**src/rtl/store_module.sv**
```systemverilog
// ============================================================================
// Module      : store_module
// Description : MEM-stage store path; lane-aligns 1/2/4/8-byte stores onto a
//               64-bit write port, splitting 8-byte-crossing stores in two.
// Revision    : 1.0 - initial release
// ============================================================================
`default_nettype none

module store_module #(
    parameter int ADDR_WIDTH = 64,
    parameter int DATA_WIDTH = 64
) (
    input  logic                    clk,
    input  logic                    reset,
    input  logic                    store_valid,
    output logic                    store_ready,
    input  logic [ADDR_WIDTH-1:0]   store_address,
    input  logic [1:0]              store_size,
    input  logic [DATA_WIDTH-1:0]   store_data,
    output logic                    mem_req,
    output logic [ADDR_WIDTH-1:0]   mem_addr,
    output logic [DATA_WIDTH-1:0]   mem_wdata,
    output logic [DATA_WIDTH/8-1:0] mem_wstrb,
    input  logic                    mem_ack,
    output logic                    store_done,
    output logic                    store_stall
);

    localparam int STRB_WIDTH = DATA_WIDTH / 8;

    typedef enum logic [1:0] {
        IDLE  = 2'd0,
        BEAT0 = 2'd1,
        BEAT1 = 2'd2
    } state_t;

    state_t                  state_q, state_d;
    logic                    mem_req_q, mem_req_d;
    logic [ADDR_WIDTH-1:0]   mem_addr_q, mem_addr_d;
    logic [DATA_WIDTH-1:0]   mem_wdata_q, mem_wdata_d;
    logic [STRB_WIDTH-1:0]   mem_wstrb_q, mem_wstrb_d;
    logic [DATA_WIDTH-1:0]   hi_data_q, hi_data_d;
    logic [STRB_WIDTH-1:0]   hi_strb_q, hi_strb_d;
    logic                    store_done_q, store_done_d;

    logic [2:0]              off;
    logic [STRB_WIDTH-1:0]   size_mask;
    logic [DATA_WIDTH-1:0]   data_masked;
    logic [2*DATA_WIDTH-1:0] shifted;
    logic [2*STRB_WIDTH-1:0] strb;

    always_comb begin
        off = store_address[2:0];
        case (store_size)
            2'b00:   size_mask = 8'h01;
            2'b01:   size_mask = 8'h03;
            2'b10:   size_mask = 8'h0F;
            default: size_mask = 8'hFF;
        endcase
        for (int i = 0; i < STRB_WIDTH; i++) begin
            data_masked[8*i +: 8] = store_data[8*i +: 8] & {8{size_mask[i]}};
        end
        shifted = {{DATA_WIDTH{1'b0}}, data_masked} << {off, 3'b000};
        strb    = {{STRB_WIDTH{1'b0}}, size_mask} << off;

        state_d      = state_q;
        mem_req_d    = mem_req_q;
        mem_addr_d   = mem_addr_q;
        mem_wdata_d  = mem_wdata_q;
        mem_wstrb_d  = mem_wstrb_q;
        hi_data_d    = hi_data_q;
        hi_strb_d    = hi_strb_q;
        store_done_d = 1'b0;

        case (state_q)
            IDLE: begin
                if (store_valid) begin
                    state_d     = BEAT0;
                    mem_req_d   = 1'b1;
                    mem_addr_d  = {store_address[ADDR_WIDTH-1:3], 3'b000};
                    mem_wdata_d = shifted[DATA_WIDTH-1:0];
                    mem_wstrb_d = strb[STRB_WIDTH-1:0];
                    hi_data_d   = shifted[2*DATA_WIDTH-1:DATA_WIDTH];
                    hi_strb_d   = strb[2*STRB_WIDTH-1:STRB_WIDTH];
                end
            end
            BEAT0: begin
                if (mem_ack) begin
                    // Any upper strobe bit means the store spilled into the next dword.
                    if (|hi_strb_q) begin
                        state_d     = BEAT1;
                        mem_addr_d  = mem_addr_q + ADDR_WIDTH'(8);
                        mem_wdata_d = hi_data_q;
                        mem_wstrb_d = hi_strb_q;
                    end else begin
                        state_d      = IDLE;
                        mem_req_d    = 1'b0;
                        mem_addr_d   = '0;
                        mem_wdata_d  = '0;
                        mem_wstrb_d  = '0;
                        store_done_d = 1'b1;
                    end
                end
            end
            BEAT1: begin
                if (mem_ack) begin
                    state_d      = IDLE;
                    mem_req_d    = 1'b0;
                    mem_addr_d   = '0;
                    mem_wdata_d  = '0;
                    mem_wstrb_d  = '0;
                    store_done_d = 1'b1;
                end
            end
            default: begin
                state_d     = IDLE;
                mem_req_d   = 1'b0;
                mem_addr_d  = '0;
                mem_wdata_d = '0;
                mem_wstrb_d = '0;
            end
        endcase
    end

    always_ff @(posedge clk or negedge reset) begin
        if (!reset) begin
            state_q      <= IDLE;
            mem_req_q    <= 1'b0;
            mem_addr_q   <= '0;
            mem_wdata_q  <= '0;
            mem_wstrb_q  <= '0;
            hi_data_q    <= '0;
            hi_strb_q    <= '0;
            store_done_q <= 1'b0;
        end else begin
            state_q      <= state_d;
            mem_req_q    <= mem_req_d;
            mem_addr_q   <= mem_addr_d;
            mem_wdata_q  <= mem_wdata_d;
            mem_wstrb_q  <= mem_wstrb_d;
            hi_data_q    <= hi_data_d;
            hi_strb_q    <= hi_strb_d;
            store_done_q <= store_done_d;
        end
    end

    assign mem_req     = mem_req_q;
    assign mem_addr    = mem_addr_q;
    assign mem_wdata   = mem_wdata_q;
    assign mem_wstrb   = mem_wstrb_q;
    assign store_done  = store_done_q;
    assign store_ready = (state_q == IDLE);
    assign store_stall = (state_q != IDLE);

endmodule

`default_nettype wire
```
**config.mk**
```make
export PLATFORM = sky130hd
export DESIGN_NAME = store_module
export DESIGN_NICKNAME = d
export VERILOG_FILES = /design/src/rtl/store_module.sv
export SDC_FILE = /design/constraint.sdc
export NUM_CORES = 1
export LEC_CHECK = 0
export BUFFER_PORTS_ARGS = -buffer_cell sky130_fd_sc_hd__buf_2
export CORE_MARGIN = 4
export CORE_UTILIZATION = 50
export DETAILED_ROUTE_END_ITERATION = 6
export PLACE_DENSITY = 0.76
export SYNTH_ARGS = -nofsm -noshare
export SYNTH_HDL_FRONTEND = slang
export SYNTH_SLANG_ARGS = --single-unit
```
**constraint.sdc**
```tcl
create_clock -name clk -period 2.7 [get_ports clk]
set_input_delay 0.54 -clock clk [delete_from_list [all_inputs] [get_ports clk]]
set_output_delay 0.54 -clock clk [all_outputs]
set_load 0.01 [all_outputs]
```
# [After elaboration in Yosys (flattened, before gate mapping)]
# Index checks and enable logic that the tools add are counted.
[op_classes] add_sub_neg=1 n_eq_ne=8 n_shift=2 mux=29 bitwise=8 reduce_logical=7
[op_table] cell="64-bit 2-to-1 mux" n=7
[op_table] cell="64-bit case mux with 3 select lines" n=2
[op_table] cell="64-bit by 6-bit << shifter with 128-bit output" n=1
[op_table] cell="64-bit by 4-bit adder with 64-bit output, second input constant" n=1
[op_table] cell="8-bit AND" n=8
[op_table] cell="8-bit case mux with 3 select lines" n=2
[op_table] cell="8-bit 2-to-1 mux" n=4
[op_table] cell="8-bit by 3-bit << shifter with 16-bit output" n=1
[op_table] cell="2-bit 2-to-1 mux" n=4
[op_table] cell="2-bit inequality test, second input constant" n=4
[op_table] cell="8-bit OR reduction" n=1
[op_table] cell="1-bit 2-to-1 mux" n=7
[op_table] cell="2-bit case mux with 3 select lines" n=1
[op_table] cell="2-bit by 1-bit equality test with 1-bit output, second input constant" n=2
[op_table] cell="2-bit equality test, second input constant" n=2
[op_table] cell="2-bit logical NOT" n=2
[op_table] cell="4-bit AND reduction" n=1
[op_table] cell="1-bit case mux with 3 select lines" n=1
[op_table] cell="3-bit AND reduction" n=1
[op_table] cell="1-bit case mux with 2 select lines" n=1
[op_table] cell="2-bit AND reduction" n=1
[op_table] cell="2-bit nonzero test" n=1
[word_totals] ff_bits=212

# [Depth between registers and ports, before layout]
[logic_depth] word_depth=6 mapped_depth=11 mapped_depth_nobuf=8

# [Worst setup path before layout]
# OpenSTA, ideal clock, no wires.
[synth_timing] path_kind="flip-flop to flip-flop" from="reg mem_addr_q[11] (netlist: mem_addr[11])" to="reg mem_addr_q[59] (netlist: mem_addr[59])" setup_ns=0.124 t_arrival_ns=2.179 required_ns=2.576 path_slack_ns=0.397 stages_incl_launch_ff=8 path_buffers=1 synth_period_minus_slack_ns=2.303 cell_sequence="dfrtp_1 and4_1 buf_2 nand3_4 nor4_4 nand3_1 o31a_1 a211o_1"
[synth_via] elab_chain_cells=4
[synth_lines] element="start, declared" line="39" source="logic [ADDR_WIDTH-1:0] mem_addr_q, mem_addr_d;"
[synth_lines] element="start signal, assigned" line="138" source="mem_addr_q <= mem_addr_d;"
[synth_lines] element="64-bit by 4-bit adder with 64-bit output" line="92" source="mem_addr_d = mem_addr_q + ADDR_WIDTH'(8);"
[synth_lines] element="64-bit 2-to-1 mux" line="90" source="if (|hi_strb_q) begin"
[synth_lines] element="64-bit 2-to-1 mux" line="88" source="if (mem_ack) begin"
[synth_lines] element="64-bit case mux with 3 select lines" line="75" source="case (state_q)"
# No other way between the ends. The select of a mux whose other input is x is not followed.
# A chain may end at the register's enable or synchronous reset.

# [Final worst setup path]
[layout_timing] from="reg hi_strb_q[3]" to="reg mem_wdata_q[42] (netlist: mem_wdata[42])"
[layout_via] elab_chain_cells=4
[layout_lines] element="start, declared" line="43" source="logic [STRB_WIDTH-1:0] hi_strb_q, hi_strb_d;"
[layout_lines] element="start signal, assigned" line="142" source="hi_strb_q <= hi_strb_d;"
[layout_lines] element="8-bit OR reduction" line="90"
[layout_lines] element="64-bit 2-to-1 mux" line="90"
[layout_lines] element="64-bit 2-to-1 mux" line="88"
[layout_lines] element="64-bit case mux with 3 select lines" line="75"
[layout_lines] element="end signal, assigned" line="139" source="mem_wdata_q <= mem_wdata_d;"
[layout_lines] element="end, declared" line="40" source="logic [DATA_WIDTH-1:0] mem_wdata_q, mem_wdata_d;"
# No other way between the ends. The select of a mux whose other input is x is not followed.

==> summary.md <==
| Metric | Value |
|---|---|
| Outcome | complete, no violations |
| Crit Path Class | register to register |
| Gr ovfl total | 0 |
| Final ANT Viol Nets | 0 |
| Cell family with most CP delay | compound AO/OA/AOI/OAI gates |
| Vias in the first global route | around 12000 |
| # rows | 55 |
| CTS Hold Bufs | 0 |
| Root Buffer | clkbuf_16 |
| IO Count | 274 |
| Starting Density | 51.20% |
| Sequential area share after synthesis | 42.91% |
| P per Cell Area | 927.4 mW/mm^2 |
| Initial antenna violation count | 6 |
| Fin area | ~0.014 mm^2 |
| Port bufs | 270 |
| Die ar. | roughly 0.026 mm^2 |
| Share of layout cells above drive strength 1 | 24.06% |
| Arr. time, crit path | 2.84 ns |
| Clk_skew | about 0.014 ns |
| Area leader, netlist | dfrtp_1 |
| Die Height | 160.7 um |
| Via count | 12470 |
| Count of final setup violators | 0 |
| Crit-path cells | or4_1 -> o41a_2 -> buf_4 -> a222oi_1 -> o21ai_0 |
| CTS tree | done |
| Worst-Margin Slew | around 1.3 ns |
| Avg Cell Area, Syn | 8.336 um^2 |
| Hold WC Path Type | input port to async pin |
| H-tree Lvls | 4 |
| Slowest-stage cell, CP | or4_1 |
| Largest net degree at the start of global routing | 90 |
| 1st-pass router iterations | 6 |
| Final wirelength | between 40000 and 50000 um |
| Flops & latches, synth | 200 |
| Maximum fanout along the worst path | 30 |
| CTS clk-pin slew, worst paths | 0.08 ns |
| DP Wirelength | 30440 um |
| Setup Buffers After CTS | 0 |
| Maximum vdd drop | 0.4940 mV |
| EDFF count, synth | 0 |
| GR Util All Layers | 31.22% |
| Slew Limit Fails | 0 |
| Die X | 160.7 um |
| Gpl congestion | 0.9622 |
| Nets | 1775 |
| CP Buf/Inv Count | 1 |
| Pleak | 0.006425 uW |
| Per-cell routed wire length | 21.16 um |
| Max_cap viols | 0 |
| Cells after DPL | 1931 |
| Critical Path Max Stage Delay | 0.63 ns |
| Syn Std Cell Area | 0.01166 mm^2 |
| Synth cell types | 60 |
| Area grow syn2layout | 21.45% |
| Yosys warning count | 0 |
| Fillers | just under 2000 |
| Post-synth top flop | dfrtp_1 |
| Vias per cell | 6.337 |
| Yosys top cell area share | 42.91% |
| Cts bufs inserted | 17 |
| Post-synthesis cell count | 1399 |
| Slew HR | 14.33% |
| Residual DRC | 0 |
| Non-Filler Instances | 1967 |
| Fmax | ~0.39 GHz |
| RSZ-0062 raised after global routing | no |
| Ranking of synthesized cells by area | dfrtp_1, o21ai_0, nand2_1 |
| Clk_lat worst skew | 0.45 ns |
| Core outline area | ~0.023 mm^2 |
| PostCTS Resize Cnt | 1 |
| WP data required | 3.01 ns |
| Minimum clock period | 2.535 ns |
| Maximum root-to-sink buffer count | 2 |
| Final period util | 93.88% |
| CP startpoint kind | register |
| Clk sinks | 200 |
| Dpl cell area | 0.01358 mm^2 |
| Async SR Flop Fraction | 100.0% |
| Crit. End Element | register |
| First-pass GRT wire length | roughly 65000 um |
| Final Hold Viols | 0 |
| Initial DRC count | 1762 |
==> cell usage after synthesis, drive strengths merged (16+ instances only) <==
cell type	instances
nor3	28
nand3	47
nand4	23
clkbuf	100
mux2i	33
dfrtp	200
nand2	236
mux2	18
inv	19
o21ai	214
buf	17
nor4	16
o211ai	20
a22oi	62
a222oi	16
a22o	28
a21oi	82
nor2	79
==> worst register-to-register path, cell delays in order (launching register included) <==
cell      delay (ns)
dfrtp_1         0.39
or4_1           0.63
o41a_2          0.48
buf_4           0.28
a222oi_1        0.48
o21ai_0         0.13
==> logic make-up after synthesis <==
group           Yosys count  synth area share, %
simple gates            505                20.44
compound gates          499                26.86
flops                   200                42.91
buf+inv                 137                4.592
mux                      51                4.570
fa+ha+maj                 5               0.5150
other cells               1              0.03215
xor+xnor                  1              0.07511
==> sequential cells by signal, indices dropped and copies added, names as in the netlist <==
register    count
mem_wdata      64
mem_addr       61
hi_data_q      56
mem_wstrb       8
hi_strb_q       7
state_q         2
mem_req         1
store_done      1
==> where the power goes <==
group          switching [uW]  total, uW  internal (uW)  leakage (uW)
Sequential               1020       4950           3930       0.00268
Combinational            3660       5660           1990       0.00346
Clock                    1280       2530           1250      0.000284
==> final timing paths <==
check                           endpoint  cells after the start  slack (ns)              start
hold reg to reg            mem_wdata[13]                      2        0.48      mem_wdata[13]
min in group clk            mem_addr[37]                      3        0.30  store_address[37]
max in group asynchronous  hi_data_q[42]                      2        1.88              reset
setup / recovery           mem_wdata[42]                      5        0.17       hi_strb_q[3]
hold / removal              mem_addr[37]                      1        0.07              reset
setup reg to reg           mem_wdata[42]                      5        0.17       hi_strb_q[3]
==> stage by stage <==
stage	power (uW)	utilization (%)	setup TNS [ns]	setup WS [ns]	hold slack [ns]
2_1_floorplan	7993	-	0	0.3975	0.2444
3_3_place_gp	10420	59.60	-0.02038	-0.02038	0.4596
3_5_place_dp	10540	59.60	-0.08082	-0.08082	0.4647
4_1_cts	13060	62.14	0	0.1905	0.08608
5_1_grt	13930	62.18	0	0.006124	0.09792
6_report	13140	62.18	0	0.1652	0.06988
==> cell type report <==
cell class                      instances  area (um^2)  share of cell area, %
Multi-Input combinational cell       1064         6166                  43.53
Sequential cell                       200         5005                  35.34
Timing Repair Buffer                  334         1943                  13.72
Clock buffer                           18        439.2                  3.101
Tap cell                              313        391.6                  2.765
Clock inverter                         14        133.9                 0.9452
Inverter                               20        75.07                 0.5300
Antenna cell                            4        10.01                0.07067
==> per-layer routing <==
layer	vias to the layer above	part of all wire, %	global-route usage (%)
met5	-	0.067	0
met4	4	3.8	11.87
met3	122	10	6.210
met2	790	45	48.25
met1	5891	40	43.71
li1	5658	-	-
==> cells in the final DEF, fill, tap and decap left out, types with 11 or more instances in the layout <==
| master | synthesis | layout |
|---|---|---|
| buf_2 | 8 | 268 |
| nand2_1 | 236 | 235 |
| o21ai_0 | 213 | 212 |
| dfrtp_1 | 200 | 200 |
| a21oi_1 | 82 | 81 |
| nor2_1 | 79 | 77 |
| a22oi_1 | 62 | 62 |
| buf_4 | 3 | 57 |
| nand3_1 | 45 | 45 |
| mux2i_1 | 33 | 33 |
| nor3_1 | 28 | 28 |
| a22o_1 | 28 | 28 |
| nand4_1 | 23 | 23 |
| o211ai_1 | 20 | 20 |
| inv_1 | 19 | 19 |
| mux2_2 | 18 | 18 |
| clkbuf_16 | 0 | 17 |
| a222oi_1 | 16 | 16 |
| a31oi_1 | 14 | 14 |
| nor4_1 | 13 | 13 |
| a221oi_1 | 12 | 12 |
| or4_1 | 11 | 11 |
| and3_1 | 11 | 11 |
| o311ai_0 | 11 | 11 |
No activity file was read; power rests on OpenSTA's default activity.
